===== config.mk =====
export PLATFORM = sky130hd
export DESIGN_NAME = tpu_tile_sequencer
export DESIGN_NICKNAME = d
export VERILOG_FILES = /design/src/rtl/tpu_tile_sequencer_pkg.sv /design/src/rtl/tpu_seq_counter.sv /design/src/rtl/tpu_tile_sequencer.sv
export SDC_FILE = /design/constraint.sdc
export NUM_CORES = 1
export LEC_CHECK = 0
export CAP_MARGIN = 20
export CORE_MARGIN = 3
export CORE_UTILIZATION = 56
export CTS_CLUSTER_SIZE = 16
export DETAILED_ROUTE_END_ITERATION = 10
export PLACE_DENSITY = 0.88
export SLEW_MARGIN = 20
export SYNTH_ARGS = -nofsm -noshare
export SYNTH_HDL_FRONTEND = slang
export SYNTH_SLANG_ARGS = --single-unit

===== constraint.sdc =====
create_clock -name clk -period 3.15 [get_ports clk]
set_clock_uncertainty 0.05 [all_clocks]
set_input_delay 0.63 -clock clk [delete_from_list [all_inputs] [get_ports clk]]
set_output_delay 0.63 -clock clk [all_outputs]
set_load 0.005 [all_outputs]

===== src/rtl/tpu_tile_sequencer_pkg.sv =====
`default_nettype none
// ============================================================================
// Package : tpu_tile_sequencer_pkg
// Brief   : State encodings and shared constants for the TPU tile sequencer.
// Rev     : 1.0  initial release
// ============================================================================
package tpu_tile_sequencer_pkg;

    localparam int DEF_ADDRESSSIZE = 10;
    localparam int DEF_MATRIX_SIZE = 32;

    typedef enum logic [2:0] {
        S_IDLE   = 3'd0,
        S_WAIT_W = 3'd1,
        S_LOAD_W = 3'd2,
        S_FEED   = 3'd3,
        S_DRAIN  = 3'd4,
        S_WRITE  = 3'd5,
        S_DONE   = 3'd6
    } seq_state_e;

    function automatic int max3(input int a, input int b, input int c);
        int m;
        m = (a > b) ? a : b;
        return (m > c) ? m : c;
    endfunction

endpackage
`default_nettype wire


===== src/rtl/tpu_seq_counter.sv =====
`default_nettype none
// ============================================================================
// Module : tpu_seq_counter
// Brief  : Loadable down-counter with zero flag; saturates at zero.
// Rev    : 1.0  initial release
// ============================================================================
module tpu_seq_counter #(
    parameter int WIDTH = 7
) (
    input  logic             clk,
    input  logic             rstn,
    input  logic             i_load,
    input  logic [WIDTH-1:0] i_value,
    input  logic             i_en,
    output logic             o_zero
);

    logic [WIDTH-1:0] r_count;

    always_ff @(posedge clk or negedge rstn) begin
        if (!rstn) begin
            r_count <= '0;
        end else if (i_load) begin
            r_count <= i_value;
        end else if (i_en && (r_count != '0)) begin
            r_count <= r_count - WIDTH'(1);
        end
    end

    assign o_zero = (r_count == '0);

endmodule
`default_nettype wire


===== src/rtl/tpu_tile_sequencer.sv =====
`default_nettype none
// ============================================================================
// Module : tpu_tile_sequencer
// Brief  : Runs one matrix-multiply tile: weight pop/reload, activation feed,
//          pipeline drain and result write-back, with start/done handshake.
// Rev    : 1.0  initial release
// ============================================================================
module tpu_tile_sequencer
    import tpu_tile_sequencer_pkg::*;
#(
    parameter int ADDRESSSIZE  = DEF_ADDRESSSIZE,
    parameter int MATRIX_SIZE  = DEF_MATRIX_SIZE,
    parameter int WLOAD_CYCLES = 32,
    parameter int PIPE_LAT     = 64
) (
    input  logic                   clk,
    input  logic                   rstn,
    input  logic                   start,
    input  logic                   abort,
    input  logic [ADDRESSSIZE-1:0] ub_base,
    input  logic [ADDRESSSIZE-1:0] res_base,
    input  logic                   fifo_empty,
    output logic                   busy,
    output logic                   done,
    output logic                   fifo_read_enable,
    output logic                   we_rl,
    output logic                   ub_read_en,
    output logic [ADDRESSSIZE-1:0] ub_address,
    output logic                   res_write_enable,
    output logic [ADDRESSSIZE-1:0] res_address
);

    localparam int c_CNT_W = $clog2(max3(WLOAD_CYCLES, PIPE_LAT, MATRIX_SIZE) + 1);
    localparam logic [c_CNT_W-1:0] c_WLOAD_INIT = c_CNT_W'(WLOAD_CYCLES - 1);
    localparam logic [c_CNT_W-1:0] c_ROWS_INIT  = c_CNT_W'(MATRIX_SIZE - 1);
    localparam logic [c_CNT_W-1:0] c_PIPE_INIT  = c_CNT_W'((PIPE_LAT > 0) ? PIPE_LAT - 1 : 0);

    seq_state_e             r_state;
    seq_state_e             w_state_next;
    logic [ADDRESSSIZE-1:0] r_ub_base;
    logic [ADDRESSSIZE-1:0] r_res_base;
    logic                   r_busy;
    logic                   r_done;
    logic                   r_pop;
    logic                   r_we_rl;
    logic                   r_ub_en;
    logic                   r_res_we;
    logic [ADDRESSSIZE-1:0] r_ub_address;
    logic [ADDRESSSIZE-1:0] r_res_address;

    logic                   w_busy;
    logic                   w_done;
    logic                   w_pop;
    logic                   w_we_rl;
    logic                   w_ub_en;
    logic                   w_res_we;
    logic [ADDRESSSIZE-1:0] w_ub_addr;
    logic [ADDRESSSIZE-1:0] w_res_addr;
    logic                   w_latch;
    logic                   w_cnt_load;
    logic [c_CNT_W-1:0]     w_cnt_value;
    logic                   w_cnt_en;
    logic                   w_cnt_zero;

    tpu_seq_counter #(
        .WIDTH (c_CNT_W)
    ) u_step_cnt (
        .clk     (clk),
        .rstn    (rstn),
        .i_load  (w_cnt_load),
        .i_value (w_cnt_value),
        .i_en    (w_cnt_en),
        .o_zero  (w_cnt_zero)
    );

    // Outputs are decided for the state being entered, so each strobe lines up
    // with its state register value; each counted state leaves on counter zero.
    always_comb begin
        w_state_next = r_state;
        w_done       = 1'b0;
        w_pop        = 1'b0;
        w_we_rl      = 1'b0;
        w_ub_en      = 1'b0;
        w_res_we     = 1'b0;
        w_ub_addr    = r_ub_address;
        w_res_addr   = r_res_address;
        w_latch      = 1'b0;
        w_cnt_load   = 1'b0;
        w_cnt_value  = '0;
        w_cnt_en     = 1'b0;
        if (abort) begin
            w_state_next = S_IDLE;
            w_cnt_load   = 1'b1;
        end else begin
            case (r_state)
                S_IDLE: begin
                    if (start) begin
                        w_state_next = S_WAIT_W;
                        w_latch      = 1'b1;
                    end
                end
                S_WAIT_W: begin
                    if (!fifo_empty) begin
                        w_state_next = S_LOAD_W;
                        w_pop        = 1'b1;
                        w_we_rl      = 1'b1;
                        w_cnt_load   = 1'b1;
                        w_cnt_value  = c_WLOAD_INIT;
                    end
                end
                S_LOAD_W: begin
                    if (w_cnt_zero) begin
                        w_state_next = S_FEED;
                        w_ub_en      = 1'b1;
                        w_ub_addr    = r_ub_base;
                        w_cnt_load   = 1'b1;
                        w_cnt_value  = c_ROWS_INIT;
                    end else begin
                        w_we_rl  = 1'b1;
                        w_cnt_en = 1'b1;
                    end
                end
                S_FEED: begin
                    if (w_cnt_zero) begin
                        if (PIPE_LAT == 0) begin
                            w_state_next = S_WRITE;
                            w_res_we     = 1'b1;
                            w_res_addr   = r_res_base;
                            w_cnt_load   = 1'b1;
                            w_cnt_value  = c_ROWS_INIT;
                        end else begin
                            w_state_next = S_DRAIN;
                            w_cnt_load   = 1'b1;
                            w_cnt_value  = c_PIPE_INIT;
                        end
                    end else begin
                        w_ub_en   = 1'b1;
                        w_ub_addr = r_ub_address + ADDRESSSIZE'(1);
                        w_cnt_en  = 1'b1;
                    end
                end
                S_DRAIN: begin
                    if (w_cnt_zero) begin
                        w_state_next = S_WRITE;
                        w_res_we     = 1'b1;
                        w_res_addr   = r_res_base;
                        w_cnt_load   = 1'b1;
                        w_cnt_value  = c_ROWS_INIT;
                    end else begin
                        w_cnt_en = 1'b1;
                    end
                end
                S_WRITE: begin
                    if (w_cnt_zero) begin
                        w_state_next = S_DONE;
                        w_done       = 1'b1;
                    end else begin
                        w_res_we   = 1'b1;
                        w_res_addr = r_res_address + ADDRESSSIZE'(1);
                        w_cnt_en   = 1'b1;
                    end
                end
                S_DONE: begin
                    w_state_next = S_IDLE;
                end
                default: begin
                    w_state_next = S_IDLE;
                end
            endcase
        end
    end

    assign w_busy = (w_state_next != S_IDLE);

    always_ff @(posedge clk or negedge rstn) begin
        if (!rstn) begin
            r_state       <= S_IDLE;
            r_ub_base     <= '0;
            r_res_base    <= '0;
            r_busy        <= 1'b0;
            r_done        <= 1'b0;
            r_pop         <= 1'b0;
            r_we_rl       <= 1'b0;
            r_ub_en       <= 1'b0;
            r_res_we      <= 1'b0;
            r_ub_address  <= '0;
            r_res_address <= '0;
        end else begin
            r_state       <= w_state_next;
            r_busy        <= w_busy;
            r_done        <= w_done;
            r_pop         <= w_pop;
            r_we_rl       <= w_we_rl;
            r_ub_en       <= w_ub_en;
            r_res_we      <= w_res_we;
            r_ub_address  <= w_ub_addr;
            r_res_address <= w_res_addr;
            if (w_latch) begin
                r_ub_base  <= ub_base;
                r_res_base <= res_base;
            end
        end
    end

    assign busy             = r_busy;
    assign done             = r_done;
    assign fifo_read_enable = r_pop;
    assign we_rl            = r_we_rl;
    assign ub_read_en       = r_ub_en;
    assign ub_address       = r_ub_address;
    assign res_write_enable = r_res_we;
    assign res_address      = r_res_address;

endmodule
`default_nettype wire


# Yosys cells after proc, flatten, opt, wreduce, memory -nomap -nowiden
# Cells that the tools add are included.
# totals
output_inout_bits	26
memories	0
latchBits	0
in_bits	25
register_bits	56
ram_bits	0
mem_bits_ro	0
# classes
multipliers	0
shift	0
bitwise_logic	1
magnitude_cmp	0
div_mod_pow	0
addsub	3
eq_ne	9
n_mux	41
reduce_logical	13
# op_table
op	n
10-bit two-way mux	4
10-bit case mux with 2 select lines	2
3-bit two-way mux	7
10-bit by 1-bit adder with 10-bit output (second input constant)	2
3-bit case mux with 6 select lines	1
6-bit case mux with 3 select lines	1
1-bit two-way mux	16
7-bit two-way mux	2
6-bit two-way mux	2
5-bit two-way mux	2
1-bit case mux with 2 select lines	4
4-bit AND reduction	2
7-bit zero test	1
7-bit nonzero test	1
7-bit by 1-bit subtractor with 7-bit output (second input constant)	1
3-bit by 2-bit equality test with 1-bit output (second input constant)	2
3-bit equality test (second input constant)	2
2-bit nonzero test	3
2-bit by 1-bit inequality test with 1-bit output (second input constant)	2
2-bit inequality test (second input constant)	2
4-bit OR reduction	1
3-bit by 1-bit equality test with 1-bit output (second input constant)	1
3-bit zero test	1
3-bit nonzero test	1
4 further kinds	4

# Depth between registers and ports, before layout
# Gate-level depths: netlist of run 1.
# depth
word_depth	7
depth_mapped	8
ltp_nobuf	8

# Hierarchy
# From an unflattened synthesis of run 1, not the netlist that was laid out.
# hier_totals
hier_cells	285
area_unflattened_um2	2996.6
# by_module_without_submodules
mod	n_inst	cells_per_inst	area_each_um2	seq_area_each_um2
tpu_tile_sequencer	1	233	2534.9	1226.2
tpu_seq_counter	1	52	461.7	175.2

# Worst setup path after synthesis of run 1
# No wires, ideal clock.
# synth_path
kind	register to register
from	register u_step_cnt.r_count[0]
to	register r_state[1]
arrival_time_ns	1.858
stages_incl_launch_ff	8
period_less_slack_ns	1.981
n_path_buf	0
slack_ns	1.169
t_required_ns	3.028
path_cell_list	dfrtp_1 > inv_1 > ha_1 > or3b_4 > nor2_8 > mux2_1 > o32a_1 > nor2_1
# synth_between
elab_chain_cells	4
word_cells_on_any_way	7
classes_between	mux (6); reduce/logical (1)
# synth_lines
item	line_no	text
start: declaration	tpu_seq_counter.sv:18	logic [WIDTH-1:0] r_count;
start signal: assignment	tpu_seq_counter.sv:24	r_count <= i_value;
start signal: assignment	tpu_seq_counter.sv:26	r_count <= r_count - WIDTH'(1);
7-bit zero test (*)	tpu_seq_counter.sv:30	assign o_zero = (r_count == '0);
3-bit two-way mux (on tied branches)	--	
3-bit case mux with 6 select lines (*)	tpu_tile_sequencer.sv:95	case (r_state)
3-bit two-way mux (*)	tpu_tile_sequencer.sv:91	if (abort) begin
net w_state_next[1]	tpu_tile_sequencer.sv:39	seq_state_e w_state_next;
end signal: assignment	tpu_tile_sequencer.sv:189	r_state <= w_state_next;
end: declaration	tpu_tile_sequencer.sv:38	seq_state_e r_state;
# Mark *: on every way through the listed nets, which the timed path passes. The rest lies on a longest branch.
# A chain may end at the register's enable or synchronous reset.

# Worst setup path in the final report of run 1
# layout_path
from	register u_step_cnt.r_count[0]
to	register r_res_address[3], in the netlist res_address[3]
# layout_between
elab_chain_cells	3
word_cells_on_any_way	4
classes_between	eq/ne (2); reduce/logical (2)
# layout_lines
item	line_no	text
7-bit zero test (*)	tpu_seq_counter.sv:30	
2-bit by 1-bit inequality test with 1-bit output (no line) or 2-bit inequality test (tied branches)	--	
4-bit AND reduction (no line) (*)	--	
end signal: assignment	tpu_tile_sequencer.sv:197	r_res_address <= w_res_addr;
end: declaration	tpu_tile_sequencer.sv:49	logic [ADDRESSSIZE-1:0] r_res_address;
# Every way passes the cells marked *; elsewhere a longest branch is shown, timed or not.

==> results of run 1 <==
cells by family after synthesis:
family,after synthesis,share of synthesized area [%]
compound gates,90,19.81
xor+xnor,2,0.6136
buf+inv,23,3.681
fa+ha+maj,3,1.315
simple gates,82,15.78
mux,25,9.728
flops,56,49.08
Yosys cell counts (2+ instances only):
master      n
a21o_1      2
o21ai_2     2
a211oi_1    2
o22ai_1     7
mux2_2     20
nor2_1     20
nor4_1      3
a22o_1      2
nor3b_1     2
mux2i_1     3
o21ai_1     6
dfrtp_1    56
inv_2       3
clkbuf_1    5
a2bb2oi_1   4
nor3_1      8
a31oi_1     4
nand2_1    21
mux2_1      2
xnor2_1     2
o21ai_0    18
a21oi_2     2
nand2b_1    2
or3_1       3
nand3_1     9
buf_2       6
a21oi_1    29
ha_1        3
a32oi_1     2
inv_1       7
worst max-delay path by stage:
stage,from,end,slack [ns]
final,u_step_cnt.r_count[0],res_address[3],0.81
after global routing,u_step_cnt.r_count[1],res_address[1],0.66
after CTS,u_step_cnt.r_count[0],res_address[0],0.85
after detailed placement,fifo_empty,u_step_cnt.r_count[1],0.80
after global placement,fifo_empty,u_step_cnt.r_count[1],0.85
after floorplan,u_step_cnt.r_count[0],r_state[1],1.17
metal layers:
metal	vias to the layer above	global-route usage [%]
met3	7	3.016
li1	1126	-
met1	1169	28.69
met2	81	35.23
met4	0	9.075
met5	-	0
critical path, delay by kind of cell, from the launching register on:
family / cells / cell delay, ns
AO/OA/AOI/OAI: 4 / 0.88
AND/OR/NAND/NOR: 1 / 0.41
buffers and inverters: 2 / 0.28
adder cells (fa/ha/maj): 1 / 0.21
flip-flops: 1 / 0.41
metrics by stage:
| step | worst slack [ns] | utilization (%) | power, mW |
|---|---|---|---|
| 6_report | 0.8084 | 72.78 | 2.480 |
| 2_1_floorplan | 1.169 | - | 1.683 |
| 3_5_place_dp | 0.8033 | 70.83 | 2.081 |
| 5_1_grt | 0.6615 | 72.78 | 2.639 |
| 3_3_place_gp | 0.8489 | 70.83 | 2.043 |
| 4_1_cts | 0.8464 | 72.78 | 2.487 |
registers in the layout, indices dropped and copies added, names as in the netlist:
name                cells
u_step_cnt.r_count      7
r_res_base             10
res_address            10
ub_address             10
r_ub_base              10
we_rl                   1
busy                    1
res_write_enable        1
done                    1
r_state                 3
ub_read_en              1
fifo_read_enable        1
cell type report:
class | count | area [µm²] | area share (%)
Clock buffer | 7 | 86.33 | 2.463
Clock inverter | 1 | 7.507 | 0.2141
Multi-Input combinational cell | 202 | 1364 | 38.90
Sequential cell | 56 | 1401 | 39.97
Tap cell | 67 | 83.83 | 2.391
Inverter | 10 | 37.54 | 1.071
Timing Repair Buffer | 54 | 525.5 | 14.99
where the power goes:
part	switching [mW]	internal (mW)	leakage (nW)
clock	0.228	0.179	0.0445
sequential	0.220	0.925	0.702
combinational	0.409	0.518	0.701
==> results.yml, run 1 <==
setup_path:
  reg2reg_from: "u_step_cnt.r_count[0]"
  start_kind: "register"
  arrival_ns: 2.49
  end_kind: "register"
  path_class: "register to register"
  crit_slowest_cell: "o21ai_2"
  r2r_setup_slack_ns: 0.81
  worstPathRequired_ns: 3.30
  worstPathCellList: "inv_1 > ha_1 > nor3b_2 > a21oi_1 > o21ai_2 > inv_2 > o21ai_1 > a22oi_1"
  ff2ff_path_depth: 8
  slowest_delay_ns: 0.51
  r2r_end: "res_address[3]"
  worstPathMaxFanout: 13
yosys:
  synth.ff_latch_count: 56
  synth_area_leader_cell: "dfrtp_1"
  ys_top_cells_by_area: "dfrtp_1, mux2_2, a21oi_1"
  ys_seq_area_share_pct: 49.08
  synthCells: 281
  ys_warn_count: 0
  synth_cell_types: 56
  ys.flop_type: "dfrtp_1"
  avgSynthCellArea_um2: 10.16
  synthArstFlopShare_pct: 100.0
  synth_edf_count: 0
  syn_area_um2: 2855
  synth_top_area_share_pct: 49.08
  syn-num-nets: 309
power_and_ir_drop:
  ir_worst_vdd_v: 0.0004095
  powerDensity_nw_per_um2: 707.4
  power.leakage_nw: 1.448
route:
  drt_wl_total_um: 6182
  vias_per_cell: 6.003
  dr.pass1.iters: 4
  wl_met1_um: 2748
  wl_met3_um: 291
  drc_errors: 0
  highest_layer: "met4"
  vias: 2383
  wl_per_cell_um: 15.57
  ant_nets: 0
  drtIter0Drc: 263
  wl_met2_um: 3046
global_route:
  grt_pass1_vias: 2191
  grt_max_degree: 57
  grt-ovfl-total: 0
  grt_pass1_wl_um: 10300
  grtUsageTotal_pct: 21.49
  antenna_found_initial: 0
cells_and_area:
  nNetsFinal: 357
  final_cell_mix: "dfrtp_1, clkdlybuf4s50_1, a21oi_1, nand2_1"
  design_area_um2: 3506
  fillers: 372
  layout_commonest_cell: "dfrtp_1"
  layout-drive-gt1-share_pct: 15.15
  area_growth_pct: 22.79
  n_antenna_cell: 0
  finalNonFillerCells: 397
clocking:
  cts_buffer_depth: 2
  cts_setup_buffers: 0
  holdBufCountCts: 0
  insertion_delay_ns: 0.31
  cts_resized: 0
  cts_num_sinks: 56
  cts_max_level: 2
  cts_made_buffers: 5
  clk_pin_slew_ns: 0.10
  cts_tree: "yes"
  root_buffer: "clkbuf_8"
die:
  fp.dieH_um: 77.41
  die_w_um: 77.41
  core_um2: 4817
  rows: 25
  initial_core_util_pct: 59.27
  die_area_um2: 5992
  ioPinCount: 51
timing:
  setup-violations-final: 0
  fin_tns_setup_ns: 0
  drv_slew: 0
  min_period_over_period_pct: 74.34
  slew_headroom_pct: 41.64
  rsz0062_at_grt: "no"
  fmax_mhz: 427.1
  whs_ns: 0.3948
  tightest_slew_ns: 0.8722
  hold_viol_final: 0
  fin_crit_ns: 2.342
run_status:
  status: "finished clean"
run:
  maxCapViolCount: 0
placed_design:
  dp_hpwl_um: 4446
  placement.io_buffers: 50
  dpl_cell_area_um2: 3412
  dpl.cell_count: 389
  gp_congestion: 0.8744
min_path:
  holdCritPathClass: "input pin to async pin"
Power figures use the tool's default switching activity.
==> run 2: changes to the inputs <==
--- a/config.mk
+++ b/config.mk
@@ -7,10 +7,10 @@
 export LEC_CHECK = 0
 export CAP_MARGIN = 20
 export CORE_MARGIN = 3
-export CORE_UTILIZATION = 56
+export CORE_UTILIZATION = 47
 export CTS_CLUSTER_SIZE = 16
 export DETAILED_ROUTE_END_ITERATION = 10
-export PLACE_DENSITY = 0.88
+export PLACE_DENSITY = 0.79
 export SLEW_MARGIN = 20
 export SYNTH_ARGS = -nofsm -noshare
 export SYNTH_HDL_FRONTEND = slang
==> constraint.sdc (replaced) <==
create_clock -name clk -period 2.1 [get_ports clk]
set_clock_uncertainty 0.05 [all_clocks]
set_input_delay 0.42 -clock clk [delete_from_list [all_inputs] [get_ports clk]]
set_output_delay 0.42 -clock clk [all_outputs]
set_load 0.005 [all_outputs]
==> run 2 against run 1 <==
Against the previous run: cell count increased by 5.5%; total power increased by 73%; sequential cell count unchanged; sequential power increased by 50%; die area increased by 18%; fmax increased by 14%; largest cell class unchanged.
==> results.yml, run 2 (same netlist as run 1, synthesis figures left out) <==
min_path:
  holdCritPathClass: "register to register"
global_route:
  use_met1_pct: 25.81
  grt_pass1_wl_um: 11080
  grtUsageMet3_pct: 3.850
  grtUsageTotal_pct: 19.36
  antenna_found_initial: 0
  grt_pass1_vias: 2280
  grt_use_met2_pct: 31.81
  grt-ovfl-total: 0
  grt-busiest-layer: "met2"
  grt_max_degree: 43
timing:
  drv_slew: 0
  fin_crit_ns: 2.063
  slew_headroom_pct: 64.25
  rsz0062_at_grt: "yes"
  whs_ns: 0.4700
  min_period_over_period_pct: 98.22
  fin_tns_setup_ns: 0
  fmax_mhz: 484.8
  hold_viol_final: 0
  setup-violations-final: 0
  fin_ws_ns: 0.03743
  tightest_slew_ns: 0.5350
clocking:
  root_buffer: "clkbuf_8"
  insertion_delay_ns: 0.31
  cts_tree: "yes"
  cts_num_sinks: 56
  cts_max_level: 2
  cts_buffer_depth: 2
  clk_pin_slew_ns: 0.09
  cts_made_buffers: 5
power_and_ir_drop:
  ir_worst_vdd_v: 0.0005676
  power.leakage_nw: 1.575
  powerDensity_nw_per_um2: 1137
  p_total_mw: 4.280
cells_and_area:
  layout_commonest_cell: "dfrtp_1"
  final_cell_mix: "dfrtp_1, clkdlybuf4s50_1, a21oi_1, nand2_1"
  n_antenna_cell: 0
  layout-drive-gt1-share_pct: 20.75
  utilization_pct: 66.31
  area_growth_pct: 31.81
  nNetsFinal: 374
die:
  rows: 27
  core_um2: 5675
  fp.dieH_um: 83.94
  die_w_um: 83.94
  initial_core_util_pct: 50.31
  die_area_um2: 7046
  ioPinCount: 51
setup_path:
  path_class: "register to register"
  worstPathRequired_ns: 2.29
  arrival_ns: 2.25
  worstPathMaxFanout: 5
  start_kind: "register"
  end_kind: "register"
route:
  drc_errors: 0
  ant_nets: 0
  vias: 2427
  vias_per_cell: 5.792
  drt_wl_total_um: 6684
  wl_per_cell_um: 15.95
  drtIter0Drc: 158
  dr.pass1.iters: 4
placed_design:
  dp_hpwl_um: 4671
  place_ws_ns: 0.03290
  gp_congestion: 0.8859
  placement.io_buffers: 50
run_status:
  status: "finished clean"
run:
  maxCapViolCount: 0
==> run 2: cell count changes in the layout (fill, tap and decap cells not counted), moves of 2 or more <==
| cell | change |
|---|---|
| buf_12 | +2 |
| buf_4 | +14 |
| bufinv_16 | +3 |
| inv_1 | -2 |
| inv_2 | +2 |
==> run 2: what timing repair did <==
| action | in CTS | in global routing |
|---|---|---|
| setup endpoints to repair | 1 | 11 |
| setup buffers | 0 | 4 |
| hold endpoints to repair | 14 | 0 |
| hold buffers | 1 | 0 |
| pin swaps | 2 | 2 |
| resized for setup | 3 | 5 |
==> run 2: area by class of cell <==
type                    instances  area, µm²
clock buffers                   5      68.82
flip-flops and latches         56       1401
inverters                      10      37.54
well taps                      72      90.09
multi-input cells             202       1395
clock inverters                 3      90.09
repair buffers                 71      680.7
fillers                       462       1912
==> run 2: metrics by stage <==
step                instances  instance area, µm²
finish                    419                3764
CTS                       415                3717
global route              419                3764
floorplan                 281                2855
detailed placement        406                3533
global placement          406                3533
==> run 2: per-layer routing <==
layer	routed length, µm	vias to the layer above	part of all wire, %
met5	0	-	0
met4	93	0	1.4
met3	334	9	5.0
met2	3320	77	50
met1	2936	1180	44
li1	-	1161	-
==> run 2: power breakdown <==
| group | internal (mW) | switching, mW |
|---|---|---|
| logic | 0.924 | 0.689 |
| clock network | 0.596 | 0.342 |
| registers | 1.39 | 0.341 |
| total | 2.91 | 1.37 |
==> run 2: final timing paths <==
check / startpoint / endpoint / slack (ns) / cells after the start
max in group asynchronous: rstn / r_res_base[1] / 0.98 / 3
max reg2reg: u_step_cnt.r_count[0] / r_state[1] / 0.04 / 7
min: r_res_base[9] / r_res_base[9] / 0.47 / 1
min in group asynchronous: rstn / u_step_cnt.r_count[2] / 0.50 / 2
max: u_step_cnt.r_count[0] / r_state[1] / 0.04 / 7
min reg2reg: r_res_base[9] / r_res_base[9] / 0.47 / 1
==> run 2: worst max-delay path: stages (launching register included) <==
cell and delay (ns):
dfrtp_1 0.40, inv_2 0.08, ha_4 0.14, or3b_4 0.45, nor2_8 0.18, mux2_4 0.31, o32a_1 0.28, nor2_1 0.10
